File: config.mk
export PLATFORM = sky130hd
export DESIGN_NAME = router_ingress_arb
export DESIGN_NICKNAME = d
export VERILOG_FILES = /design/src/rtl/router_pkg.sv /design/src/rtl/rr_arb3.sv /design/src/rtl/router_ingress_arb.sv
export SDC_FILE = /design/constraint.sdc
export NUM_CORES = 1
export LEC_CHECK = 0
export BUFFER_PORTS_ARGS = -buffer_cell sky130_fd_sc_hd__clkbuf_2
export CAP_MARGIN = 25
export CORE_MARGIN = 2
export CORE_UTILIZATION = 40
export CTS_BUF_LIST = sky130_fd_sc_hd__clkbuf_4
export DETAILED_ROUTE_END_ITERATION = 12
export PLACE_DENSITY = 0.71
export SYNTH_ARGS = -nofsm -noshare
export SYNTH_HDL_FRONTEND = slang
export SYNTH_SLANG_ARGS = --single-unit
File: constraint.sdc
create_clock -name clk -period 6.4 [get_ports clk]
set_clock_uncertainty 0.15 [all_clocks]
set_input_delay 1.28 -clock clk [delete_from_list [all_inputs] [get_ports clk]]
set_output_delay 1.28 -clock clk [all_outputs]
set_load 0.01 [all_outputs]
File: src/rtl/router_pkg.sv
// Shared types and constants for the router ingress arbiter.
package router_pkg;

    localparam int unsigned LEN_W  = 6;
    localparam int unsigned DATA_W = 8;
    localparam logic [1:0]  ADDR_DROP = 2'b11;

    typedef enum logic [2:0] {
        IDLE,
        HDR,
        PAY,
        PAR,
        GAP
    } state_t;

    // One-hot 3-bit grant to source index (defaults to 0 for an empty vector).
    function automatic logic [1:0] oh_to_idx(input logic [2:0] oh);
        logic [1:0] idx;
        idx = 2'd0;
        if (oh[1]) idx = 2'd1;
        if (oh[2]) idx = 2'd2;
        return idx;
    endfunction

endpackage

File: src/rtl/rr_arb3.sv
// Three-way round-robin selector: first requester after last_gnt wins.
module rr_arb3 (
    input  logic [2:0] req,
    input  logic [1:0] last_gnt,
    output logic [2:0] gnt
);

    logic [1:0] idx;

    // Walk the sources starting one past the previous winner, modulo 3.
    always_comb begin
        gnt = '0;
        idx = last_gnt;
        for (int unsigned k = 0; k < 3; k++) begin
            idx = (idx == 2'd2) ? 2'd0 : idx + 2'd1;
            if (gnt == '0 && req[idx]) begin
                gnt[idx] = 1'b1;
            end
        end
    end

endmodule

File: src/rtl/router_ingress_arb.sv
// Ingress arbiter: grants one of three byte-stream sources per packet and
// forwards header/payload/parity to the router with a one-cycle register stage.
module router_ingress_arb
    import router_pkg::*;
(
    input  logic              clk,
    input  logic              rst,
    input  logic [2:0]        src_valid,
    input  logic [DATA_W-1:0] src_data0,
    input  logic [DATA_W-1:0] src_data1,
    input  logic [DATA_W-1:0] src_data2,
    output logic [2:0]        src_ready,
    input  logic              rtr_busy,
    output logic [DATA_W-1:0] rtr_data,
    output logic              rtr_pkt_valid,
    output logic [2:0]        gnt,
    output logic              parity_err,
    output logic              drop,
    output logic              proto_err
);

    state_t            state_q;
    logic [2:0]        gnt_q;
    logic [1:0]        last_gnt_q;
    logic [LEN_W-1:0]  cnt_q;
    logic [DATA_W-1:0] xor_q;
    logic              drop_mode_q;
    logic [DATA_W-1:0] rtr_data_q;
    logic              pkt_valid_q;
    logic              parity_err_q;
    logic              drop_q;
    logic              proto_err_q;

    logic [2:0]        arb_gnt;
    logic              in_pkt;
    logic              sel_valid;
    logic [DATA_W-1:0] sel_data;
    logic              accept;
    logic              stall;

    rr_arb3 u_rr (
        .req      (src_valid),
        .last_gnt (last_gnt_q),
        .gnt      (arb_gnt)
    );

    // Handshake decode for the granted source; a dropped packet ignores rtr_busy.
    always_comb begin
        in_pkt    = (state_q == HDR) || (state_q == PAY) || (state_q == PAR);
        src_ready = in_pkt ? (gnt_q & {3{~rtr_busy | drop_mode_q}}) : '0;
        sel_valid = |(src_valid & gnt_q);
        sel_data  = '0;
        if (gnt_q[0]) sel_data = src_data0;
        if (gnt_q[1]) sel_data = src_data1;
        if (gnt_q[2]) sel_data = src_data2;
        accept    = |(src_valid & src_ready);
        stall     = (|src_ready) && !sel_valid;
    end

    // Packet FSM with registered router-side outputs.
    always_ff @(posedge clk or posedge rst) begin
        if (rst) begin
            state_q      <= IDLE;
            gnt_q        <= '0;
            last_gnt_q   <= 2'd2;
            cnt_q        <= '0;
            xor_q        <= '0;
            drop_mode_q  <= 1'b0;
            rtr_data_q   <= '0;
            pkt_valid_q  <= 1'b0;
            parity_err_q <= 1'b0;
            drop_q       <= 1'b0;
            proto_err_q  <= 1'b0;
        end else begin
            parity_err_q <= 1'b0;
            drop_q       <= 1'b0;
            if (stall) begin
                proto_err_q <= 1'b1;
            end
            case (state_q)
                IDLE: begin
                    if (|src_valid) begin
                        gnt_q       <= arb_gnt;
                        drop_mode_q <= 1'b0;
                        state_q     <= HDR;
                    end
                end
                HDR: begin
                    if (accept) begin
                        cnt_q <= sel_data[DATA_W-1 -: LEN_W];
                        if (sel_data[1:0] == ADDR_DROP) begin
                            drop_q      <= 1'b1;
                            drop_mode_q <= 1'b1;
                        end else begin
                            rtr_data_q  <= sel_data;
                            pkt_valid_q <= 1'b1;
                            xor_q       <= sel_data;
                        end
                        state_q <= (sel_data[DATA_W-1 -: LEN_W] != '0) ? PAY : PAR;
                    end
                end
                PAY: begin
                    if (accept) begin
                        cnt_q <= cnt_q - LEN_W'(1);
                        if (!drop_mode_q) begin
                            rtr_data_q <= sel_data;
                            xor_q      <= xor_q ^ sel_data;
                        end
                        if (cnt_q == LEN_W'(1)) begin
                            state_q <= PAR;
                        end
                    end
                end
                PAR: begin
                    if (accept) begin
                        if (!drop_mode_q) begin
                            rtr_data_q   <= sel_data;
                            pkt_valid_q  <= 1'b0;
                            parity_err_q <= (sel_data != xor_q);
                        end
                        state_q <= GAP;
                    end
                end
                GAP: begin
                    if (!rtr_busy) begin
                        last_gnt_q  <= oh_to_idx(gnt_q);
                        gnt_q       <= '0;
                        drop_mode_q <= 1'b0;
                        state_q     <= IDLE;
                    end
                end
                default: state_q <= IDLE;
            endcase
        end
    end

    assign gnt           = gnt_q;
    assign rtr_data      = rtr_data_q;
    assign rtr_pkt_valid = pkt_valid_q;
    assign parity_err    = parity_err_q;
    assign drop          = drop_q;
    assign proto_err     = proto_err_q;

endmodule
# Word level (Yosys, flattened, before mapping)
# Cells that the tools add are included.
dict set report word_totals {
  regBits 35
  input_bits 30
  word_cells 143
}
dict set report op_classes {
  n_addsub 4
  magnitude_cmp 6
  eq_ne 22
  muxes 61
  n_bitwise 8
  reduce_logical 31
}
# cell n
set op_table {}
lappend op_table {{2-to-1 mux 8 bit} 9}
lappend op_table {{2-to-1 mux 3 bit} 11}
lappend op_table {{case mux 8 bit (2 select lines)} 2}
lappend op_table {{2-to-1 mux 1 bit} 22}
lappend op_table {{AND reduction 5 bit} 4}
lappend op_table {{!= test 2 bit (second input constant)} 9}
lappend op_table {{case mux 3 bit (5 select lines)} 1}
lappend op_table {{2-to-1 mux 6 bit} 2}
lappend op_table {{case mux 6 bit (2 select lines)} 1}
lappend op_table {{OR reduction 3 bit} 4}
lappend op_table {{AND 3 bit} 3}
lappend op_table {{zero test 3 bit} 3}
lappend op_table {{less-than comparator 2 x 3 -> 1 bit (second input constant)} 3}
lappend op_table {{== test 2 bit (second input constant)} 4}
lappend op_table {{2-to-1 mux 2 bit} 4}
lappend op_table {{!= test 8 bit} 1}
lappend op_table {{nonzero test 2 bit} 4}
lappend op_table {{XOR 8 bit} 1}
lappend op_table {{adder 2 x 1 -> 2 bit (second input constant)} 3}
lappend op_table {{binary-select mux 1 bit (select 2 bit)} 3}
lappend op_table {{demux 1 bit (select 2 bit)} 3}
lappend op_table {{== test 3 x 2 -> 1 bit (second input constant)} 2}
lappend op_table {{== test 6 x 1 -> 1 bit (second input constant)} 1}
lappend op_table {{greater-or-equal comparator 2 x 1 -> 1 bit (second input constant)} 3}
lappend op_table {{19 further kinds} 29}

# Logic depth before layout (Yosys ltp)
# Gate-level depths: netlist of the first run.
dict set report logic_depth {
  depth_word 15
  ltp_mapped 7
}

# By module
# Synthesis of the first run repeated with hierarchy kept, for this count alone.
dict set report hier_totals {
  hier_cells 309
  area_unflattened_um2 2558.7
}
# mod instances cells_each area_per_inst_um2 seq_area_each_um2
set by_module_without_submodules {}
lappend by_module_without_submodules {router_ingress_arb 1 300 2499.9 877.1}
lappend by_module_without_submodules {rr_arb3 1 9 58.8 0.0}

# Worst setup path after synthesis of the first run
# OpenSTA, ideal clock, no wires.
dict set report synth_timing {
  kind {input-to-output}
  start {input port rtr_busy}
  end {output port src_ready[2]}
  t_arrival_ns 1.868
  required_ns 4.970
  path_slack_ns 3.102
  stages 2
  path_buffers 0
  cell_sequence {nor2b_1 > nor4_1}
}
dict set report synth_between {
  elab_chain_cells 4
}
# item line
set synth_rtl {}
lappend synth_rtl {{start: declaration} router_ingress_arb.sv:13} ;# input logic rtr_busy,
lappend synth_rtl {{NOT 1 bit (no source line)} --}
lappend synth_rtl {{bitwise OR 1 bit} router_ingress_arb.sv:50} ;# src_ready = in_pkt ? (gnt_q & {3{~rtr_busy | drop_mode_q}}) : '0;
lappend synth_rtl {{AND 3 bit} router_ingress_arb.sv:50}
lappend synth_rtl {{2-to-1 mux 3 bit} router_ingress_arb.sv:50}
lappend synth_rtl {{end: declaration} router_ingress_arb.sv:12} ;# output logic [2:0] src_ready,
# No other way between the ends.

# Worst setup path after layout of the first run
dict set report layout_timing {
  start {input port rtr_busy}
  end {output port src_ready[1]}
}
# The elaborated chain is that of the path after synthesis.

==> impl_results.md, run 1 <==
- Status: completed
- Post-DR wirelength/cell: 15.8 µm
- Compound-Gate Fraction of Synth Area: 22.8%
- CTS sink cnt: 35
- Layout cells sized above 1: 22.3%
- H-tree depth: 2
- Layout Cells excl Fill: 403
- Initial DRC Count: 149
- Grt ovf: 0
- Post-cts resize count: 0
- Worst Tran Pin Value: 0.677 ns
- Synth Flop Type: dfrtp_1
- Critical Path RT: 4.97 ns
- Die ar.: 6910 µm²
- Yosys reg bits: 35
- Total of max-cap violations: 0
- Arrival time worst endpoint: 2.07 ns
- Share of the synthesized area in the top cell type: 34.0%
- Design Area, Final: 2810 µm²
- First-pass GRT wire length: 10.6 mm
- Fraction of the cycle the final worst path needs: 54.7%
- CP endpoint kind: output pin
- Final Wtd Congestion: 0.868
- Die Y-Extent: 83.1 µm
- Final hold vios: 0
- Core area: 5990 µm²
- Clock Latency Late Sink: 0.35 ns
- Final antenna-violating net count: 0
- Vias: 2386
- Worst VDD drop: 0.0641 mV
- Tightest hold margin: 0.342 ns
- Largest family of logic cells by synthesized area: simple AND/OR/NAND/NOR gates
- Max Clk Rate: 286 MHz
- RSZ-0062 raised after global routing: no
- Setup WS pre-CTS: 2.89 ns
- # hold bufs at CTS: 0
- Gate Count Post-Synth: 288
- Post-layout minimum cycle time: 3.50 ns
- Clk buf depth: 2
- Critical path type: in2out
- Area after DPL: 2760 µm²
- Num rows: 28
- Top cells by area, synth: dfrtp_1, xor2_1, nand2_1
- Die width: 83.1 µm
- Post-layout util: 46.9%
- I/O pin cnt: 48
- Mapped cell area: 2500 µm²
- DP HPWL: 4.65 mm
- Simple-Gate Fraction of Synth Area: 25.4%
- Setup violations, final: 0
- Seq/Total Area, Yosys: 35.0%
- Post-Synth XOR/XNOR Area: 5.24%
- Routed WL: 6.36 mm
- Dominant cell type by area after synthesis: dfrtp_1
- PnR worst setup slack: 2.90 ns
- CTS clk-pin slew, worst paths: 0.10 ns
- P&R area growth vs syn: 12.1%
- Mean Syn Cell Area: 8.70 µm²
- DRC viols: 0
- Critical Path Source Type: input pin
- Total CTS buffers: 5
- Synth cell types: 57
- P_leak: 1.25 nW
- Cell count after placement: 395
- Antenna cells: 0
- Fin nets: 359
- Clock root cell: clkbuf_4
- Starting Density: 41.8%
- TritonCTS clock tree: yes
- IO buf count: 47
- Mux cell area share after synthesis: 4.25%
- Slew Limit Fails: 0
- Drt first pass iters: 5
- Setup TNS: 0 ns
- Max FO, Critical Path: 3
- Post-Synth Adder-Cell Area: 0.999%
- Total GRT Usage: 18.9%
- Routed vias/inst: 5.92
- Number of global-route vias before repair: 2102
- Synth top cells by count: dfrtp_1, nand2_1, nor2_1, inv_1, a21oi_1
- Post-synth net total: 320
- Ys Warns: 0
- Power Density: 133 nW/µm²
- Hold Crit Class: reg2reg
- Setup repair bufs after CTS: 0
- Most frequent cell after synthesis: dfrtp_1
- Initial antenna violation count: 0
- FFs w/ async S/R, synth: 100%
- Slew margin rel.: 54.2%
- Post-synth EDFFs: 0
- Total power: 0.373 mW
- Largest net degree at the start of global routing: 36
[placed cells by master, fill, tap and decap left out, types with 7 or more instances in the layout]
master,Yosys,routed
clkbuf_2,0,47
dfrtp_1,34,34
nor2_1,19,19
nand2_1,23,23
nand3_1,11,11
o22ai_1,7,7
a21oi_1,15,15
nor2b_1,10,10
inv_1,17,17
nor3_1,8,8
xor2_1,10,10
o21ai_0,13,13
nand3b_1,10,10
[cells by family after synthesis]
kind of cell / count (synthesis)
AO/OA/AOI/OAI: 80
flip-flops: 35
adder cells (fa/ha/maj): 2
AND/OR/NAND/NOR: 112
XOR/XNOR: 15
multiplexers: 10
buffers and inverters: 34
[critical path, stage by stage]
cell,delay [ns]
clkbuf_2,0.09
nor2b_1,0.28
nor3_1,0.10
and2_1,0.19
clkbuf_2,0.13
[path summary, 6_finish.rpt]
path / from / end / slack [ns] / cells after the start
worst max-delay path: rtr_busy / src_ready[1] / 2.90 / 5
worst min-delay path: proto_err$_DFFE_PP0P_ / proto_err$_DFFE_PP0P_ / 0.34 / 1
worst max register to register: gnt[2]$_DFFE_PP0P_ / rtr_data[6]$_DFFE_PP0P_ / 3.61 / 5
worst min register to register: proto_err$_DFFE_PP0P_ / proto_err$_DFFE_PP0P_ / 0.34 / 1
max in group asynchronous: rst / last_gnt_q[1]$_DFFE_PP1P_ / 4.90 / 3
min in group asynchronous: rst / rtr_data[0]$_DFFE_PP0P_ / 0.84 / 3
[area by class of cell]
class | count | area (µm²)
timing repair buffer | 49 | 250
inverter | 17 | 63.8
multi-input combinational | 219 | 1470
sequential | 35 | 877
clock buffer | 6 | 45.0
fill | 581 | 3180
tap | 75 | 93.8
clock inverter | 2 | 8.76
[flip-flops by register name, summed over array words and instances, names as in the netlist, 2 cells and up]
name / flops
rtr_data: 8
xor_q: 8
cnt_q: 6
gnt: 3
state_q: 3
last_gnt_q: 2
[where the power goes]
part | switching (mW) | internal (mW) | total, mW
clock network | 0.0779 | 0.0455 | 0.123
logic | 0.0168 | 0.0116 | 0.0284
registers | 0.000181 | 0.221 | 0.222
total | 0.0949 | 0.279 | 0.373
[per-layer routing]
layer / track usage [%] / part of all wire, % / routed length, µm / vias up
met2: 27.9 / 45 / 2860 / 108
met1: 26.9 / 46 / 2950 / 1133
li1: - / - / - / 1139
met4: 6.26 / 1.0 / 66 / 0
met5: 0 / 0 / 0 / -
met3: 5.07 / 7.6 / 484 / 6
Note: power is estimated with default switching activity, not from simulation.
==> run 2, diff against run 1 <==
--- a/config.mk
+++ b/config.mk
@@ -11,7 +11,7 @@
 export CORE_UTILIZATION = 40
 export CTS_BUF_LIST = sky130_fd_sc_hd__clkbuf_4
 export DETAILED_ROUTE_END_ITERATION = 12
-export PLACE_DENSITY = 0.71
+export PLACE_DENSITY = 0.73
 export SYNTH_ARGS = -nofsm -noshare
 export SYNTH_HDL_FRONTEND = slang
 export SYNTH_SLANG_ARGS = --single-unit
==> constraint.sdc (replaced) <==
create_clock -name clk -period 2.88 [get_ports clk]
set_clock_uncertainty 0.15 [all_clocks]
set_input_delay 0.576 -clock clk [delete_from_list [all_inputs] [get_ports clk]]
set_output_delay 0.576 -clock clk [all_outputs]
set_load 0.01 [all_outputs]
==> run 2 against run 1 <==
Final area up 0.85%. Total power up 120%. Flip-flop and latch count unchanged.
==> impl_results.md, run 2 (synthesis gave the netlist of run 1 again) <==
- Status: completed
- Commonest non-fill, non-tap cell in the layout: clkbuf_2
- CP Launch Point: gnt[2]$_DFFE_PP0P_
- FF/Latch Area: 878 µm²
- Layout Cells excl Fill: 406
- R2R depth: 5
- Post-layout minimum cycle time: 2.53 ns
- # hold bufs at CTS: 0
- Slew Limit Fails: 0
- CTS sink cnt: 35
- Worst Tran Pin Value: 0.660 ns
- Total CTS buffers: 5
- Post-DR wirelength/cell: 16.6 µm
- Clock root cell: clkbuf_4
- Total of max-cap violations: 0
- Filler instances: 594
- I/O pin cnt: 48
- Reg-to-Reg End: xor_q[5]$_DFFE_PP0P_
- Reg-to-reg startpoint: gnt[1]$_DFFE_PP0P_
- Starting Density: 41.8%
- Total power: 0.819 mW
- Setup WS pre-CTS: 0.306 ns
- End of the critical path: src_ready[2]
- Final antenna-violating net count: 0
- PnR worst setup slack: 0.351 ns
- Die Y-Extent: 83.1 µm
- Area after DPL: 2780 µm²
- Clk buf depth: 2
- Post-layout util: 47.3%
- Post-cts resize count: 0
- Critical Path RT: 2.15 ns
- Routed vias/inst: 5.91
- Die width: 83.1 µm
- CTS clk-pin slew, worst paths: 0.11 ns
- DP HPWL: 5.18 mm
- Worst path max stage delay: 0.57 ns
- Most frequent cells in the layout: clkbuf_2, dfrtp_1, nand2_1
- Setup TNS: 0 ns
- Cell count after placement: 398
- Number of global-route vias before repair: 2288
- Core area: 5990 µm²
- Setup repair bufs after CTS: 0
- Slew margin rel.: 55.4%
- Setup violations, final: 0
- Vias: 2400
- Critical path type: reg2out
- Drt first pass iters: 4
- Max Clk Rate: 395 MHz
- Initial DRC Count: 169
- Fin nets: 362
- Die ar.: 6910 µm²
- Multi-input combinational cell area: 1470 µm²
- CP endpoint kind: output pin
- Total GRT Usage: 19.8%
- Power Density: 289 nW/µm²
- Antenna cells: 0
- H-tree depth: 2
- First-pass GRT wire length: 11.2 mm
- Routed WL: 6.75 mm
- Hold Crit Class: in2async
- Worst VDD drop: 0.216 mV
- IO buf count: 47
- Grt ovf: 0
- RSZ-0062 raised after global routing: no
- Largest net degree at the start of global routing: 36
- Final Wtd Congestion: 0.916
- Clock Latency Late Sink: 0.34 ns
- Slowest cell on crit path: dfrtp_2
- Cell chain of the critical path: inv_1, nor4_1, clkbuf_2
- Final hold vios: 0
- DRC viols: 0
- Num rows: 28
- Critical Path Source Type: register
- P&R area growth vs syn: 13.1%
- Fraction of the cycle the final worst path needs: 87.8%
- Tightest hold margin: 0.148 ns
- TritonCTS clock tree: yes
- Arrival time worst endpoint: 1.80 ns
- Flop-to-flop setup slack: 0.46 ns
- Max FO, Critical Path: 19
- Layout cells sized above 1: 23.3%
- Initial antenna violation count: 0
- P_leak: 1.26 nW
- Design Area, Final: 2830 µm²
run 2: metal layers:
layer,vias to the layer above,GRT usage [%],share of wire (%)
met5,-,0,0
met4,0,7.00,1.6
met3,10,3.78,8.5
met2,105,31.2,47
met1,1140,27.0,43
li1,1145,-,-
run 2: cell type report:
class	instances	area share (%)
well taps	75	3.31
flip-flops and latches	35	31.0
multi-input cells	219	51.9
clock buffers	6	1.59
clock inverters	2	0.309
repair buffers	52	9.63
inverters	17	2.25
run 2: critical path, delay by kind of cell (launching register included):
family	cells	cell delay, ns
flip-flops	1	0.57
AND/OR/NAND/NOR	1	0.45
buffers and inverters	2	0.44
run 2: how the worst min path moves through the flow:
stage / startpoint / endpoint / slack (ns) / cells past startpoint
2_1_floorplan: cnt_q[4]$_DFFE_PP0P_ / cnt_q[4]$_DFFE_PP0P_ / 0.34 / 1
6_report: rst / rtr_data[1]$_DFFE_PP0P_ / 0.15 / 3
4_1_cts: rst / rtr_data[1]$_DFFE_PP0P_ / 0.15 / 3
3_5_place_dp: rtr_data[4]$_DFFE_PP0P_ / rtr_data[4]$_DFFE_PP0P_ / 0.35 / 1
3_3_place_gp: proto_err$_DFFE_PP0P_ / proto_err$_DFFE_PP0P_ / 0.30 / 1
5_1_grt: rst / rtr_data[0]$_DFFE_PP0P_ / 0.17 / 3
run 2: power by group:
part | total (mW) | internal [mW] | switching, mW
logic | 0.0628 | 0.0258 | 0.0370
registers | 0.492 | 0.492 | 0.000428
clock network | 0.264 | 0.101 | 0.163
total | 0.819 | 0.619 | 0.200
